<file path="src/rtl/bf_pkg.sv">
// Shared definitions for the Blowfish plaintext front end: block geometry,
// packer state encoding and the PKCS#7 full pad block.
package bf_pkg;

    localparam int BF_BLOCK_W = 64;
    localparam int BF_BYTE_W  = 8;
    localparam int BF_BYTES   = 8;

    typedef enum logic [0:0] {
        FILL   = 1'b0,
        PADBLK = 1'b1
    } bf_state_e;

    localparam logic [BF_BLOCK_W-1:0] BF_PAD_FULL = 64'h0808080808080808;

endpackage

</file>
<file path="src/rtl/bf_pkcs7_fill.sv">
// Completes a partially assembled block: lanes at or beyond byte count n
// receive the PKCS#7 pad value (8-n), or zero when padding is disabled.
module bf_pkcs7_fill
    import bf_pkg::*;
(
    input  logic [BF_BLOCK_W-1:0] partial,
    input  logic [3:0]            n,
    input  logic                  pad_en,
    output logic [BF_BLOCK_W-1:0] block
);

    logic [BF_BYTE_W-1:0] pad_byte_s;

    // Pad value and per-lane selection between accepted data and padding
    always_comb begin
        block      = partial;
        pad_byte_s = pad_en ? (8'd8 - {4'd0, n}) : 8'h00;
        for (int k = 0; k < BF_BYTES; k++) begin
            if (4'(k) >= n) begin
                block[BF_BLOCK_W-1-BF_BYTE_W*k -: BF_BYTE_W] = pad_byte_s;
            end else begin
                block[BF_BLOCK_W-1-BF_BYTE_W*k -: BF_BYTE_W] =
                    partial[BF_BLOCK_W-1-BF_BYTE_W*k -: BF_BYTE_W];
            end
        end
    end

endmodule

</file>
<file path="src/rtl/bf_block_packer.sv">
// Packs a byte stream big-endian into 64-bit blocks with optional PKCS#7
// padding and presents them on a registered valid/ready output.
module bf_block_packer
    import bf_pkg::*;
#(
    parameter bit PAD_EN = 1'b1
) (
    input  logic                  clk,
    input  logic                  rst_n,
    input  logic [BF_BYTE_W-1:0]  s_data,
    input  logic                  s_valid,
    input  logic                  s_last,
    output logic                  s_ready,
    output logic [BF_BLOCK_W-1:0] m_block,
    output logic                  m_valid,
    output logic                  m_last,
    input  logic                  m_ready
);

    bf_state_e             state_r, state_nxt_s;
    logic [2:0]            cnt_r, cnt_nxt_s;
    logic [BF_BLOCK_W-1:0] asm_r, asm_nxt_s;
    logic [BF_BLOCK_W-1:0] m_block_r;
    logic                  m_valid_r, m_last_r;

    logic                  out_free_s, accept_s;
    logic [BF_BLOCK_W-1:0] partial_s, filled_s, load_blk_s;
    logic [3:0]            fill_n_s;
    logic                  load_s, load_last_s;

    assign out_free_s = !m_valid_r || m_ready;
    assign s_ready    = (state_r == FILL) && out_free_s;
    assign accept_s   = s_valid && s_ready;
    assign fill_n_s   = {1'b0, cnt_r} + 4'd1;

    assign m_block = m_block_r;
    assign m_valid = m_valid_r;
    assign m_last  = m_last_r;

    // Assembly register with the incoming byte merged into lane cnt
    always_comb begin
        partial_s = asm_r;
        for (int k = 0; k < BF_BYTES; k++) begin
            if (3'(k) == cnt_r) begin
                partial_s[BF_BLOCK_W-1-BF_BYTE_W*k -: BF_BYTE_W] = s_data;
            end else begin
                partial_s[BF_BLOCK_W-1-BF_BYTE_W*k -: BF_BYTE_W] =
                    asm_r[BF_BLOCK_W-1-BF_BYTE_W*k -: BF_BYTE_W];
            end
        end
    end

    bf_pkcs7_fill u_fill (
        .partial (partial_s),
        .n       (fill_n_s),
        .pad_en  (PAD_EN),
        .block   (filled_s)
    );

    // Next-state, fill bookkeeping and output-load decisions
    always_comb begin
        state_nxt_s = state_r;
        cnt_nxt_s   = cnt_r;
        asm_nxt_s   = asm_r;
        load_s      = 1'b0;
        load_blk_s  = filled_s;
        load_last_s = 1'b0;
        case (state_r)
            FILL: begin
                if (accept_s) begin
                    if (s_last || (cnt_r == 3'd7)) begin
                        load_s    = 1'b1;
                        cnt_nxt_s = 3'd0;
                        asm_nxt_s = '0;
                        // A full final block still owes a whole pad block
                        if (s_last && (cnt_r == 3'd7) && PAD_EN) begin
                            load_last_s = 1'b0;
                            state_nxt_s = PADBLK;
                        end else begin
                            load_last_s = s_last;
                            state_nxt_s = FILL;
                        end
                    end else begin
                        cnt_nxt_s = cnt_r + 3'd1;
                        asm_nxt_s = partial_s;
                    end
                end else begin
                    cnt_nxt_s = cnt_r;
                    asm_nxt_s = asm_r;
                end
            end
            PADBLK: begin
                if (out_free_s) begin
                    load_s      = 1'b1;
                    load_blk_s  = BF_PAD_FULL;
                    load_last_s = 1'b1;
                    state_nxt_s = FILL;
                end else begin
                    state_nxt_s = PADBLK;
                end
            end
            default: begin
                state_nxt_s = FILL;
            end
        endcase
    end

    // State, fill count and assembly register
    always_ff @(posedge clk or negedge rst_n) begin
        if (!rst_n) begin
            state_r <= FILL;
            cnt_r   <= 3'd0;
            asm_r   <= '0;
        end else begin
            state_r <= state_nxt_s;
            cnt_r   <= cnt_nxt_s;
            asm_r   <= asm_nxt_s;
        end
    end

    // Output register: load wins over consume so back-to-back blocks stream
    always_ff @(posedge clk or negedge rst_n) begin
        if (!rst_n) begin
            m_block_r <= '0;
            m_valid_r <= 1'b0;
            m_last_r  <= 1'b0;
        end else if (load_s) begin
            m_block_r <= load_blk_s;
            m_valid_r <= 1'b1;
            m_last_r  <= load_last_s;
        end else if (m_ready) begin
            m_valid_r <= 1'b0;
        end else begin
            m_valid_r <= m_valid_r;
        end
    end

endmodule

</file>
<file path="config.mk">
export PLATFORM = sky130hd
export DESIGN_NAME = bf_block_packer
export DESIGN_NICKNAME = d
export VERILOG_FILES = /design/src/rtl/bf_pkg.sv /design/src/rtl/bf_pkcs7_fill.sv /design/src/rtl/bf_block_packer.sv
export SDC_FILE = /design/constraint.sdc
export NUM_CORES = 1
export LEC_CHECK = 0
export CAP_MARGIN = 10
export CORE_MARGIN = 3
export CORE_UTILIZATION = 28
export CTS_BUF_LIST = sky130_fd_sc_hd__clkbuf_8
export DETAILED_ROUTE_END_ITERATION = 6
export GPL_TIMING_DRIVEN = 0
export PLACE_DENSITY = 0.51
export SETUP_SLACK_MARGIN = 0.02
export SLEW_MARGIN = 20
export SYNTH_ARGS = -nofsm -noshare
export SYNTH_HDL_FRONTEND = slang
export SYNTH_SLANG_ARGS = --single-unit
</file>
<file path="constraint.sdc">
create_clock -name clk -period 6.7 [get_ports clk]
set_input_delay 1.34 -clock clk [delete_from_list [all_inputs] [get_ports clk]]
set_output_delay 1.34 -clock clk [all_outputs]
set_load 0.005 [all_outputs]
</file>
==> qor.yml, run 1 <==
status: "completed"
finalNetCount: 693
yosys_warnings: 0
core_mm2: 0.0212
power.share.sequential_pct: 43.4
synth_compound_area_share_pct: 15.9
slowest_delay_ns: 0.55
hold_depth: 2
ctsHoldBuffers: 0
die_h_um: 153
postLayoutCoreUtil_pct: 35.7
drt_iter0_markers: 247
pwr-share-comb_pct: 26.6
synth_seq_cells: 134
max_freq_mhz: 253
p_int_mw: 1.60
overflow: 0
hold_viol_final: 0
crit_path_cell_trace: "clkdlybuf4s50_1 -> nor2b_1 -> nor2_1 -> clkdlybuf4s50_1"
cp-end-kind: "output pin"
antenna_found_initial: 0
finalSetupTns_ns: 0
min_from: "asm_r[56]"
finalWorstSetupSlack_ns: 2.75
cp.depth: 4
power_switching_uw: 697
synthXorXnorAreaFrac_pct: 0.432
synth_mux_area_share_pct: 11.1
crit_family: "buffers and inverters"
p_leak_nw: 3.40
synthesis.nets: 602
rr_startpoint: "cnt_r[0]"
final_cells: 958
grt_pass1_wl_mm: 29.0
syn_area_mm2: 0.00609
crit_path_start_kind: "input port"
cts_root_buf: "clkbuf_8"
min_to: "asm_r[56]"
yosys.cell_types.count: 48
cts.clk_slew.worst_paths_ns: 0.08
drv_slew: 0
met3_length_um: 864
cp.arrival_ns: 2.61
worst_pin_slew_ns: 0.759
synth_edf_count: 0
ys_async_sr_fraction_pct: 100
dpl.hpwl_mm: 13.0
final_cell_mix: "dfrtp_1, nand2_1, clkdlybuf4s50_1, mux2i_1, o21ai_0"
top_layer_used: "met4"
startpoint: "m_ready"
ios: 80
synth-simple-area-share_pct: 12.4
cp_data_required_time_ns: 5.36
clkLatencyLatePin_ns: 0.46
layout-drive-gt1-share_pct: 8.93
setup_viol: 0
post-cts-setup-buffers: 0
die_x_um: 153
rrSetupSlack_ns: 3.76
antenna-diode-count: 0
synthAdderAreaFrac_pct: 1.44
synth_top_family_by_area: "compound AO/OA/AOI/OAI gates"
syn_inst: 582
reg2regPathDepth: 8
placedCellCount: 929
cpMaxStageDelayCell: "clkdlybuf4s50_1"
fillers: 2178
num_vias: 4742
pwr_density_cell_mw_per_mm2: 304
clk_path_buf_depth: 2
post_dp_cell_area_mm2: 0.00717
place_ws_ns: 2.76
cp_common_cell: "clkdlybuf4s50_1"
routedLengthMet1_mm: 8.40
grt_max_degree: 101
r2r_end: "m_block[25]"
remaining_drc_errors: 0
dieArea_mm2: 0.0235
cts_sinks: 134
routed_wl_mm: 18.2
path_buf_inv: 2
row_count: 53
p_clk_share_pct: 30.0
grt_use_total_pct: 15.9
ir_worst_vdd_v: 0.000117
grt_setup_unrepaired: "no"
ctsHtreeMaxLevel: 4
start_util_pct: 28.7
syn_avg_cell_area_um2: 10.5
numCtsBuffers: 17
dr.pass1.iters: 4
first_global_vias: 4956
stdcell_area_mm2: 0.00757
finalClockSkew_ns: 0.00959
ys_seq_area_share_pct: 55.1
hold_class: "reg -> reg"
cts_resized: 0
path_class: "in -> out"
wire_per_inst_um: 19.0
portBuffers: 71
ys.flop_type: "dfrtp_1"
max_cap_violations: 0
switching_share_pct: 30.3
fin_crit_ns: 3.95
post-route-period-util_pct: 58.9
syn_to_final_growth_pct: 24.3
vias_per_cell: 4.95
wl_met2_mm: 8.55
postRouteAntennaNets: 0
cts_tree: "yes"
cp_max_fo: 3
mostFrequentLayoutCell: "dfrtp_1"
slew_headroom_pct: 49.4
routabilityCongestion: 0.872
[per-layer routing]
layer,vias up,track usage [%]
li1,2214,-
met1,2375,21.4
met2,128,25.6
met3,25,3.68
met4,0,5.00
met5,-,0
[per-stage QoR]
step	hold WS, ns	power, mW
final	0.484	2.30
after global routing	0.499	2.43
after CTS	0.487	2.33
after detailed placement	0.470	1.63
after global placement	0.462	1.62
after floorplan	0.449	1.31
[sequential cells by signal, summed over array words and instances (netlist names)]
signal,count
cnt_r,3
state_r,1
asm_r,64
m_block,64
m_last,1
m_valid,1
[layout make-up]
| type | count | area (um^2) | share of cell area [%] |
|---|---|---|---|
| Sequential cell | 134 | 3350 | 44.3 |
| Multi-Input combinational cell | 399 | 2510 | 33.2 |
| Timing Repair Buffer | 72 | 743 | 9.82 |
| Tap cell | 275 | 344 | 4.55 |
| Clock buffer | 19 | 262 | 3.46 |
| Buffer | 45 | 209 | 2.76 |
| Clock inverter | 10 | 133 | 1.75 |
| Inverter | 4 | 15.0 | 0.198 |
[power groups by stage]
stage	logic, mW	registers, mW	clock network, mW
finish	0.612	0.999	0.690
global route	0.674	1.01	0.745
CTS	0.620	1.00	0.709
detailed placement	0.618	1.02	0
global placement	0.607	1.01	0
floorplan	0.316	0.999	0
[worst register-to-register path: stages, from the launching register on]
cell      delay (ns)
dfrtp_1         0.40
buf_2           0.21
clkbuf_1        0.48
inv_1           0.18
ha_1            0.42
xor2_1          0.56
nand2_1         0.16
or2_0           0.24
a22o_1          0.18
[cells by family after synthesis]
kind of cell,count (synthesis)
mux,67
flops,134
xor+xnor,3
simple gates,164
fa+ha+maj,7
buf+inv,49
compound gates,158
[worst max path at each step]
| stage | endpoint | slack [ns] |
|---|---|---|
| after floorplan | s_ready | 3.75 |
| after global placement | m_block[20] | -1.04 |
| after detailed placement | s_ready | 2.76 |
| after CTS | s_ready | 2.75 |
| after global routing | s_ready | 2.68 |
| final | s_ready | 2.75 |
[Yosys cell counts (all sizes together), types with 4 or more instances]
cell type	n	area, um^2
a21oi	11	55.1
a22o	19	166
a32o	9	90.1
and2	11	68.8
buf	21	118
clkbuf	24	91.3
dfrtp	134	3350
ha	7	87.6
inv	4	15.0
mux2i	65	651
nand2	107	407
nand2b	5	31.3
nand3	6	40.0
nor2	18	77.6
nor2b	6	45.0
o21ai	98	490
o22a	5	43.8
o22ai	6	37.5
Note: power is estimated with default switching activity, not from simulation.
==> inputs of run 2 (changes only) <==
--- a/config.mk
+++ b/config.mk
@@ -11,7 +11,7 @@
 export CTS_BUF_LIST = sky130_fd_sc_hd__clkbuf_8
 export DETAILED_ROUTE_END_ITERATION = 6
 export GPL_TIMING_DRIVEN = 0
-export PLACE_DENSITY = 0.51
+export PLACE_DENSITY = 0.53
 export SETUP_SLACK_MARGIN = 0.02
 export SLEW_MARGIN = 20
 export SYNTH_ARGS = -nofsm -noshare
==> constraint.sdc (replaced) <==
create_clock -name clk -period 3.6 [get_ports clk]
set_input_delay 0.72 -clock clk [delete_from_list [all_inputs] [get_ports clk]]
set_output_delay 0.72 -clock clk [all_outputs]
set_load 0.005 [all_outputs]
==> qor.yml, run 2 (synthesized netlist as in run 1, its figures left out) <==
cp.arrival_ns: 3.36
max_cap_violations: 0
fillers: 2165
hold_class: "in -> async"
p_leak_nw: 3.39
dr.pass1.iters: 4
post-cts-setup-buffers: 0
drt_iter0_markers: 352
grt_setup_unrepaired: "no"
finalClockSkew_ns: 0.0127
dieArea_mm2: 0.0235
hold_viol_final: 0
multi_input_area_mm2: 0.00251
cts_resized: 0
die_h_um: 153
fin_crit_ns: 3.02
ios: 80
portBuffers: 71
post_dp_cell_area_mm2: 0.00717
slew_headroom_pct: 50.1
seqCellArea_mm2: 0.00335
stdcell_area_mm2: 0.00753
layout-drive-gt1-share_pct: 8.89
grt_max_degree: 79
routed_wl_mm: 18.0
start_util_pct: 28.7
reg2regPathDepth: 8
grt_use_total_pct: 15.5
pwr_density_cell_mw_per_mm2: 549
routabilityCongestion: 0.876
cts.clk_slew.worst_paths_ns: 0.08
dpl.hpwl_mm: 13.0
finalSetupTns_ns: 0
core_mm2: 0.0212
final_cell_mix: "dfrtp_1, nand2_1, clkdlybuf4s50_1, mux2i_1, o21ai_0"
cp-end-kind: "flip-flop"
cts_sinks: 134
clk_path_buf_depth: 2
place_ws_ns: 0.634
post-route-period-util_pct: 83.8
num_vias: 4711
antenna_found_initial: 0
syn_to_final_growth_pct: 23.7
power_mw: 4.14
cts_tree: "yes"
wire_per_inst_um: 18.7
finalWorstSetupSlack_ns: 0.583
cts_root_buf: "clkbuf_8"
postRouteAntennaNets: 0
crit_path_start_kind: "flip-flop"
numCtsBuffers: 17
status: "completed"
cp_max_fo: 10
vias_per_cell: 4.90
cp_data_required_time_ns: 3.94
setup_viol: 0
die_x_um: 153
overflow: 0
mostFrequentLayoutCell: "dfrtp_1"
max_freq_mhz: 331
grt_pass1_wl_mm: 28.1
worst_pin_slew_ns: 0.743
finalNetCount: 693
row_count: 53
ctsHtreeMaxLevel: 4
antenna-diode-count: 0
path_class: "reg -> reg"
clkLatencyLatePin_ns: 0.45
ir_worst_vdd_v: 0.000226
remaining_drc_errors: 0
first_global_vias: 4842
ctsHoldBuffers: 0
drv_slew: 0
==> run 2: changes by cell type in the layout (fill, tap and decap cells not counted) <==
cell        change
bufinv_16       -2
clkinv_2        +2
inv_1           +3
clkinvlp_4      +1
clkinv_4        -1
==> run 2: metrics by stage <==
stage	hold WS (ns)	instances	util [%]
after floorplan	0.424	582	-
after global placement	0.462	928	33.7
after detailed placement	0.470	929	33.8
after CTS	0.191	961	35.5
after global routing	0.198	961	35.5
final	0.189	961	35.5
==> run 2: worst paths after layout <==
kind	from	end	slack [ns]
worst min-delay path	rst_n	m_block[46]	0.19
worst min register to register	asm_r[49]	asm_r[49]	0.48
worst max register to register	cnt_r[0]	m_block[25]	0.58
min in group clk	asm_r[49]	asm_r[49]	0.48
max in group asynchronous	rst_n	asm_r[8]	2.67
worst max-delay path	cnt_r[0]	m_block[25]	0.58
==> run 2: where the power goes <==
group          switching, mW  internal [mW]  total (mW)  leakage, nW
Sequential             0.145           1.72        1.86         1.78
Clock                  0.569          0.564        1.13        0.192
Combinational          0.577          0.564        1.14         1.41
Total                   1.29           2.84        4.14         3.39
==> run 2: cell type report <==
class | count | share of cell area, %
plain buffers | 45 | 2.78
clock buffers | 19 | 3.47
clock inverters | 13 | 1.23
inverters | 4 | 0.199
multi-input cells | 399 | 33.3
flip-flops and latches | 134 | 44.5
well taps | 275 | 4.57
repair buffers | 72 | 9.87
==> run 2: layer usage <==
layer | vias to the layer above | part of all wire [%] | GRT usage [%]
met5 | - | 0 | 0
met4 | 0 | 1.9 | 5.21
met3 | 25 | 4.1 | 3.28
met2 | 118 | 47 | 24.9
met1 | 2346 | 47 | 20.9
li1 | 2222 | - | -
==> run 2: worst max-delay path, cell delays in order, from the launching register on <==
cell and delay (ns):
dfrtp_1 0.43, buf_2 0.22, clkbuf_1 0.47, inv_1 0.18, ha_1 0.41, xor2_1 0.62
nand2_1 0.15, or2_0 0.23, a22o_1 0.19
